## src/rtl/ddr3_rd_burst_engine_pkg.sv

```systemverilog
// Shared definitions for the DDR3 read burst engine.
// Holds the FSM state encoding and the width helper for the in-flight counter.
package ddr3_rd_pkg;

   typedef enum logic [2:0] {
      IDLE  = 3'd0,
      ISSUE = 3'd1,
      DRAIN = 3'd2,
      DONE  = 3'd3,
      ABORT = 3'd4
   } state_t;

   // Width of a counter that must hold 0..max_outst inclusive.
   function automatic int outst_w(input int max_outst);
      return $clog2(max_outst) + 1;
   endfunction

endpackage

```

## src/rtl/ddr3_rd_burst_engine_if.sv

```systemverilog
// MIG read command / read return / read FIFO signal bundle for the burst engine.
// master = engine side, slave = MIG + FIFO side.
interface ddr3_rd_burst_engine_if #(
   parameter int ADDR_W = 26
);
   logic              rd_app_rdy;
   logic              rd_app_en;
   logic [ADDR_W-1:0] ddr3_rd_addr;
   logic              app_rd_data_valid;
   logic              ddr3_rd_fifo_almost_full;
   logic              ddr3_rd_fifo_wr_en;
   logic              ddr3_rd_fifo_input_tlast;

   modport master (
      input  rd_app_rdy, app_rd_data_valid, ddr3_rd_fifo_almost_full,
      output rd_app_en, ddr3_rd_addr, ddr3_rd_fifo_wr_en, ddr3_rd_fifo_input_tlast
   );

   modport slave (
      output rd_app_rdy, app_rd_data_valid, ddr3_rd_fifo_almost_full,
      input  rd_app_en, ddr3_rd_addr, ddr3_rd_fifo_wr_en, ddr3_rd_fifo_input_tlast
   );
endinterface

```

## src/rtl/ddr3_sync_rise.sv

```systemverilog
// Multi-flop synchroniser for an asynchronous level, plus a one-cycle rise pulse
// generated from the synchronised level.
module ddr3_sync_rise #(
   parameter int STAGES = 3
) (
   input  logic clk,
   input  logic reset_n,
   input  logic async_in,
   output logic level,
   output logic rise
);
   (* ASYNC_REG = "TRUE" *) logic [STAGES-1:0] sync_q;
   logic level_d;

   // Shift the async level through the chain and keep one extra copy for edge detection.
   always_ff @(posedge clk or negedge reset_n) begin
      if (!reset_n) begin
         sync_q  <= '0;
         level_d <= 1'b0;
      end else begin
         // NOTE: non-blocking so every flop samples the previous stage's old value.
         sync_q  <= {sync_q[STAGES-2:0], async_in};
         level_d <= sync_q[STAGES-1];
      end
   end

   assign level = sync_q[STAGES-1];
   assign rise  = sync_q[STAGES-1] & ~level_d;
endmodule

```

## src/rtl/ddr3_rd_burst_engine.sv

```systemverilog
// DDR3 read burst engine: on a synchronised enable rise, issues burst read commands
// to the MIG with a credit cap on in-flight reads and forwards returned beats to the
// read FIFO, marking the final beat with tlast. Dropping enable aborts and drains.
// Optional feature macro: DDR3_RD_RING_WRAP_EN (address wraps ring_top -> ring_base).
module ddr3_rd_burst_engine
   import ddr3_rd_pkg::*;
#(
   parameter int BURST_AW    = 23,
   parameter int BEAT_SHIFT  = 3,
   parameter int CNT_W       = 24,
   parameter int MAX_OUTST   = 32,
   parameter int SYNC_STAGES = 3
) (
   input  logic                            clk,
   input  logic                            reset_n,
   input  logic                            acq_enabled,
   input  logic                            enable_reading,
   input  logic [BURST_AW-1:0]             ddr3_rd_start_addr,
   input  logic [CNT_W-1:0]                ddr3_rd_burst_cnt,
   input  logic [BURST_AW-1:0]             ring_top,
   input  logic [BURST_AW-1:0]             ring_base,
   ddr3_rd_burst_engine_if.master          bus,
   output logic                            reading_done,
   output logic                            reading_aborted,
   output logic [outst_w(MAX_OUTST)-1:0]   outstanding
);
   localparam int                  OUTST_W   = outst_w(MAX_OUTST);
   localparam logic [OUTST_W-1:0]  OUTST_MAX = OUTST_W'(MAX_OUTST);
   localparam logic [OUTST_W-1:0]  OUTST_ONE = OUTST_W'(1);
   localparam logic [CNT_W-1:0]    CNT_ONE   = CNT_W'(1);
   localparam logic [BURST_AW-1:0] ADDR_ONE  = BURST_AW'(1);

   state_t              state, state_next;
   logic                en_sync, en_rise;
   logic [BURST_AW-1:0] addr_gen, addr_next;
   logic [CNT_W-1:0]    issue_cnt, ret_cnt;
   logic                rd_en, wr_en, tlast;
   logic                accept, beat, start;

   ddr3_sync_rise #(.STAGES(SYNC_STAGES)) u_sync (
      .clk      (clk),
      .reset_n  (reset_n),
      .async_in (enable_reading),
      .level    (en_sync),
      .rise     (en_rise)
   );

   assign start  = (state == IDLE) && en_rise;
   assign accept = rd_en && bus.rd_app_rdy;
   // Beats arriving with nothing in flight are spurious and ignored entirely.
   assign beat   = bus.app_rd_data_valid && (outstanding != '0);

   // Next burst address after an accepted command.
`ifdef DDR3_RD_RING_WRAP_EN
   always_comb begin
      addr_next = (addr_gen == ring_top) ? ring_base : addr_gen + ADDR_ONE;
   end
`else
   logic unused_ring;
   assign unused_ring = ^{ring_top, ring_base};
   always_comb begin
      addr_next = addr_gen + ADDR_ONE;
   end
`endif

   // FSM state register.
   always_ff @(posedge clk or negedge reset_n) begin
      if (!reset_n) state <= IDLE;
      else          state <= state_next;
   end

   // FSM next-state logic; losing enable in ISSUE/DRAIN takes priority over progress.
   always_comb begin
      // NOTE: default first so every path assigns state_next and no latch is inferred.
      state_next = state;
      unique case (state)
         IDLE:    if (en_rise)              state_next = ISSUE;
         ISSUE:   if (!en_sync)             state_next = ABORT;
                  else if (issue_cnt == '0) state_next = DRAIN;
         DRAIN:   if (!en_sync)             state_next = ABORT;
                  else if (ret_cnt == '0)   state_next = DONE;
         DONE:    if (!en_sync)             state_next = IDLE;
         ABORT:   if (outstanding == '0)    state_next = IDLE;
         default:                           state_next = IDLE;
      endcase
   end

   // FSM outputs: command request, FIFO write/tlast and status flags.
   always_comb begin
      rd_en           = (state == ISSUE) && !acq_enabled && (issue_cnt != '0) &&
                        !bus.ddr3_rd_fifo_almost_full && (outstanding < OUTST_MAX);
      wr_en           = beat && ((state == ISSUE) || (state == DRAIN));
      tlast           = wr_en && (ret_cnt == CNT_ONE);
      reading_done    = (state == DONE);
      reading_aborted = (state == ABORT) && (outstanding == '0);
   end

   // Address generator and issue/return counters, loaded on a fresh start.
   always_ff @(posedge clk or negedge reset_n) begin
      if (!reset_n) begin
         addr_gen  <= '0;
         issue_cnt <= '0;
         ret_cnt   <= '0;
      end else if (start) begin
         addr_gen  <= ddr3_rd_start_addr;
         issue_cnt <= ddr3_rd_burst_cnt;
         ret_cnt   <= ddr3_rd_burst_cnt;
      end else begin
         if (accept) begin
            addr_gen  <= addr_next;
            issue_cnt <= issue_cnt - CNT_ONE;
         end
         if (wr_en) ret_cnt <= ret_cnt - CNT_ONE;
      end
   end

   // In-flight credit counter; a simultaneous accept and beat cancel out.
   always_ff @(posedge clk or negedge reset_n) begin
      if (!reset_n) begin
         outstanding <= '0;
      end else begin
         unique case ({accept, beat})
            2'b10:   outstanding <= outstanding + OUTST_ONE;
            2'b01:   outstanding <= outstanding - OUTST_ONE;
            default: outstanding <= outstanding;
         endcase
      end
   end

   assign bus.rd_app_en                = rd_en;
   assign bus.ddr3_rd_addr             = {addr_gen, {BEAT_SHIFT{1'b0}}};
   assign bus.ddr3_rd_fifo_wr_en       = wr_en;
   assign bus.ddr3_rd_fifo_input_tlast = tlast;
endmodule
```

## src/flat_wrapper.sv

```systemverilog
// flat-port wrapper written by rule: the top's interface ports become plain ports
module ddr3_rd_burst_engine_flat import ddr3_rd_pkg::*;
#(
   parameter int BURST_AW    = 23,
   parameter int BEAT_SHIFT  = 3,
   parameter int CNT_W       = 24,
   parameter int MAX_OUTST   = 32,
   parameter int SYNC_STAGES = 3
)
  (clk, reset_n, acq_enabled, enable_reading, ddr3_rd_start_addr, ddr3_rd_burst_cnt, ring_top, ring_base, reading_done, reading_aborted, outstanding, bus_rd_app_rdy, bus_app_rd_data_valid, bus_ddr3_rd_fifo_almost_full, bus_rd_app_en, bus_ddr3_rd_addr, bus_ddr3_rd_fifo_wr_en, bus_ddr3_rd_fifo_input_tlast);
  ddr3_rd_burst_engine_if bus_i ();
  input  logic clk;
  input  logic reset_n;
  input  logic acq_enabled;
  input  logic enable_reading;
  input  logic [BURST_AW-1:0] ddr3_rd_start_addr;
  input  logic [CNT_W-1:0] ddr3_rd_burst_cnt;
  input  logic [BURST_AW-1:0] ring_top;
  input  logic [BURST_AW-1:0] ring_base;
  output logic reading_done;
  output logic reading_aborted;
  output logic [outst_w(MAX_OUTST)-1:0] outstanding;
  input wire logic [$bits(bus_i.rd_app_rdy)-1:0] bus_rd_app_rdy;
  input wire logic [$bits(bus_i.app_rd_data_valid)-1:0] bus_app_rd_data_valid;
  input wire logic [$bits(bus_i.ddr3_rd_fifo_almost_full)-1:0] bus_ddr3_rd_fifo_almost_full;
  output wire logic [$bits(bus_i.rd_app_en)-1:0] bus_rd_app_en;
  output wire logic [$bits(bus_i.ddr3_rd_addr)-1:0] bus_ddr3_rd_addr;
  output wire logic [$bits(bus_i.ddr3_rd_fifo_wr_en)-1:0] bus_ddr3_rd_fifo_wr_en;
  output wire logic [$bits(bus_i.ddr3_rd_fifo_input_tlast)-1:0] bus_ddr3_rd_fifo_input_tlast;
  assign bus_i.rd_app_rdy = bus_rd_app_rdy;
  assign bus_i.app_rd_data_valid = bus_app_rd_data_valid;
  assign bus_i.ddr3_rd_fifo_almost_full = bus_ddr3_rd_fifo_almost_full;
  assign bus_rd_app_en = bus_i.rd_app_en;
  assign bus_ddr3_rd_addr = bus_i.ddr3_rd_addr;
  assign bus_ddr3_rd_fifo_wr_en = bus_i.ddr3_rd_fifo_wr_en;
  assign bus_ddr3_rd_fifo_input_tlast = bus_i.ddr3_rd_fifo_input_tlast;
  ddr3_rd_burst_engine #(.BURST_AW(BURST_AW), .BEAT_SHIFT(BEAT_SHIFT), .CNT_W(CNT_W), .MAX_OUTST(MAX_OUTST), .SYNC_STAGES(SYNC_STAGES)) u_core (.clk(clk), .reset_n(reset_n), .acq_enabled(acq_enabled), .enable_reading(enable_reading), .ddr3_rd_start_addr(ddr3_rd_start_addr), .ddr3_rd_burst_cnt(ddr3_rd_burst_cnt), .ring_top(ring_top), .ring_base(ring_base), .bus(bus_i), .reading_done(reading_done), .reading_aborted(reading_aborted), .outstanding(outstanding));
endmodule
```

## config.mk

```make
export PLATFORM = sky130hd
export DESIGN_NAME = ddr3_rd_burst_engine_flat
export DESIGN_NICKNAME = d
export VERILOG_FILES = /design/src/rtl/ddr3_rd_burst_engine_pkg.sv /design/src/rtl/ddr3_rd_burst_engine_if.sv /design/src/rtl/ddr3_sync_rise.sv /design/src/rtl/ddr3_rd_burst_engine.sv /design/src/flat_wrapper.sv
export SDC_FILE = /design/constraint.sdc
export NUM_CORES = 1
export LEC_CHECK = 0
export ABC_CLOCK_PERIOD_IN_PS = 3400
export CORE_MARGIN = 10
export CORE_UTILIZATION = 35
export CTS_BUF_LIST = sky130_fd_sc_hd__clkbuf_8
export DETAILED_ROUTE_END_ITERATION = 8
export SETUP_SLACK_MARGIN = 0.05
export SLEW_MARGIN = 25
export SYNTH_ARGS = -nofsm -noshare
export SYNTH_HDL_FRONTEND = slang
export SYNTH_SLANG_ARGS = --single-unit
```

## constraint.sdc

```tcl
create_clock -name clk -period 3.4 [get_ports clk]
set_input_delay 0.51 -clock clk [delete_from_list [all_inputs] [get_ports clk]]
set_output_delay 0.51 -clock clk [all_outputs]
set_load 0.03 [all_outputs]
```

==> impl_metrics.ini <==
[timing]
hold_ws_ns = 0.168
finalCritPeriodShare_pct = 96.2
grt_setup_unrepaired = no
hold_viol_final = 0
clock.fmax_ghz = 0.306
finalWorstSetupSlack_ns = 0.128
fin_setup_tns_ns = 0
drv_slew = 0
fin_skew_ns = 0.0105
tightest_slew_ns = 0.789
setup_viol = 0
fin_crit_ns = 3.27
relSlewSlack_pct = 47.4

[setup_path]
cp-start-kind = register
end_kind = register
r2r_end = u_core.outstanding[5]$_DFFE_PN0P_
reg2reg_depth = 10
crit_arrival_ns = 3.51
r2r_slack_ns = 0.13
worstPathRequired_ns = 3.64
criticalPathCategory = reg2reg
timing.rr.start = u_core.issue_cnt[18]$_DFFE_PN0P_
worst-path-max-fanout = 5

[synthesis]
syn_avg_cell_area_um2 = 9.05
synthArstFlopShare_pct = 100
ys_types = 51
syn_area_um2 = 4920
synthMuxAreaShare_pct = 0.839
synth_ff_type = dfrtp_1
synthSimpleGateAreaFrac_pct = 25.0
synth_compound_area_share_pct = 18.1
yosys_warnings = 0
synth_edf_count = 0
synth_top_family_by_area = simple AND/OR/NAND/NOR gates
synth-seq-area-share_pct = 42.7
yosys.area_share.adder_pct = 2.69
postSynthCellCount = 544
synth-seq-cells = 84
synthXorXnorAreaFrac_pct = 6.05

[status]
outcome = completed

[route]
ant_nets = 0
vias = 4486
drc_errors = 0
drt-total-wl_um = 13900
dr.pass1.iters = 4
drtIter0Drc = 236
wl_per_cell_um = 17.0
routed_via_density = 5.51

[power]
p_comb_share_pct = 43.0
power_mw = 4.70
power_leakage_nw = 2.25
p_seq_share_pct = 42.1
power_density_nw_per_um2 = 756
p_int_mw = 2.71
switching_share_pct = 42.4
clkPwrFrac_pct = 14.9
ir_drop_uv = 244
power_switching_mw = 1.99

[cells_and_area]
num_antenna_cells = 0
final_nets = 740
final_cells = 814
final_cell_mix = 84 x clkdlybuf4s50_1, 84 x dfrtp_1, 55 x nor2_1
stdcell_area_um2 = 6220
drive_above_1_share_pct = 8.04
finish.utilization_pct = 45.0
area_delta_synth_final_pct = 26.4

[placement]
place_inst = 799
numPortBuffers = 87
place_ws_ns = 0.0546
dp_hpwl_um = 10300
gp_congestion = 0.822
post_dp_cell_area_um2 = 6040

[floorplan]
rows = 43
io_pins = 137
core_um2 = 13800
die_h_um = 139
initial_core_util_pct = 35.6
design.die.area_um2 = 19200
die_w_um = 139

[grt]
grt_start_max_net_pins = 48
grt_pass1_wl_um = 22700
grt.overflow.total = 0
antenna_found_initial = 0
grt_usage_pct = 14.0
grt_pass1_vias = 4355

[min_path]
hold_path.class = in2async

[run]
maxCapViolations = 0

[clock_tree]
post_cts_resized = 3
cts_num_sinks = 84
tritoncts.num_buffers = 9
clockRootBuffer = clkbuf_8
clkTransAtPathRegs_ns = 0.09
cts_tree = built
clkLatencyLatePin_ns = 0.36
cts_htree_levels = 3
cts.path.max_buffers = 2
postCtsSetupBuffers = 0
cts_hold_buf = 0
## worst max-delay path by stage
stage | from | endpoint | cells past startpoint
after CTS | u_core.issue_cnt[18]$_DFFE_PN0P_ | u_core.outstanding[5]$_DFFE_PN0P_ | 10
after floorplan | u_core.issue_cnt[18]$_DFFE_PN0P_ | u_core.outstanding[5]$_DFFE_PN0P_ | 13
final | u_core.issue_cnt[18]$_DFFE_PN0P_ | u_core.outstanding[5]$_DFFE_PN0P_ | 10
after global routing | u_core.issue_cnt[16]$_DFFE_PN0P_ | u_core.outstanding[4]$_DFFE_PN0P_ | 11
after detailed placement | bus_ddr3_rd_fifo_almost_full | u_core.outstanding[5]$_DFFE_PN0P_ | 11
after global placement | u_core.issue_cnt[18]$_DFFE_PN0P_ | u_core.outstanding[5]$_DFFE_PN0P_ | 10
## cell families (layout without fill, tap and decap cells)
logic type / count (synthesis) / in the layout
AND/OR/NAND/NOR: 226 / 226
AO/OA/AOI/OAI: 136 / 136
flip-flops: 84 / 84
buffers and inverters: 49 / 137
XOR/XNOR: 34 / 34
adder cells (fa/ha/maj): 10 / 10
multiplexers: 4 / 4
other: 1 / 3
## state kept, by name (all words and copies together), names as in the netlist
register               flops
u_core.state               3
u_core.addr_gen           23
u_core.u_sync.sync_q       3
u_core.ret_cnt            24
u_core.issue_cnt          24
u_core.u_sync.level_d      1
u_core.outstanding         6
## routing by layer
metal  track usage [%]  up-vias  routed length, um
met3              2.88       18                566
met5                 0        -                  0
met2              21.8      117               6280
li1                  -     2200                  -
met1              18.5     2151               6670
met4              5.83        0                337
## critical path, cell delays in order, from the launching register on
cell and delay (ns):
dfrtp_1 0.40, or4_1 0.60, or4b_4 0.57, o31ai_4 0.29, ha_4 0.21, ha_1 0.27, and2_1 0.18, a22o_1 0.24
nand4_1 0.12, o211ai_1 0.11, xor2_1 0.16
## synth_stat cells, drive strengths merged, types with 4 or more instances
| cell type | count | area share [%] |
|---|---|---|
| or3 | 27 | 3.4 |
| o21ai | 29 | 2.9 |
| nand3 | 13 | 1.3 |
| nand2 | 34 | 2.6 |
| nor4 | 13 | 1.7 |
| dfrtp | 84 | 43 |
| clkbuf | 27 | 2.1 |
| ha | 9 | 2.3 |
| a311oi | 6 | 1.1 |
| o31ai | 21 | 3.5 |
| a21oi | 26 | 2.6 |
| or4 | 25 | 3.8 |
| or2 | 5 | 0.64 |
| xor2 | 18 | 3.2 |
| xnor2 | 16 | 2.8 |
| inv | 13 | 0.99 |
| nor3 | 10 | 1.0 |
| a31oi | 34 | 4.3 |
| and2 | 7 | 0.89 |
| a211oi | 4 | 0.61 |
| nor2 | 55 | 4.2 |
| nand4 | 12 | 1.5 |
| o311ai | 6 | 1.2 |
| and3 | 4 | 0.51 |
| buf | 9 | 1.4 |
## final cells by class
cell class                      count  area, um^2
Fill cell                        1333        7600
Multi-Input combinational cell    413        2640
Sequential cell                    84        2100
Timing Repair Buffer              109        1030
Tap cell                          180         225
Clock buffer                        9         124
Clock inverter                      6        58.8
Inverter                           13        48.8
## power by group through the flow
| stage | combinational (mW) | clock, mW | sequential (mW) |
|---|---|---|---|
| 6_report | 2.02 | 0.702 | 1.98 |
| 5_1_grt | 2.22 | 0.764 | 2.06 |
| 4_1_cts | 2.04 | 0.716 | 1.97 |
| 3_5_place_dp | 2.03 | 0 | 1.99 |
| 3_3_place_gp | 1.98 | 0 | 1.95 |
| 2_1_floorplan | 1.02 | 0 | 2.20 |
No activity file was read; power rests on OpenSTA's default activity.
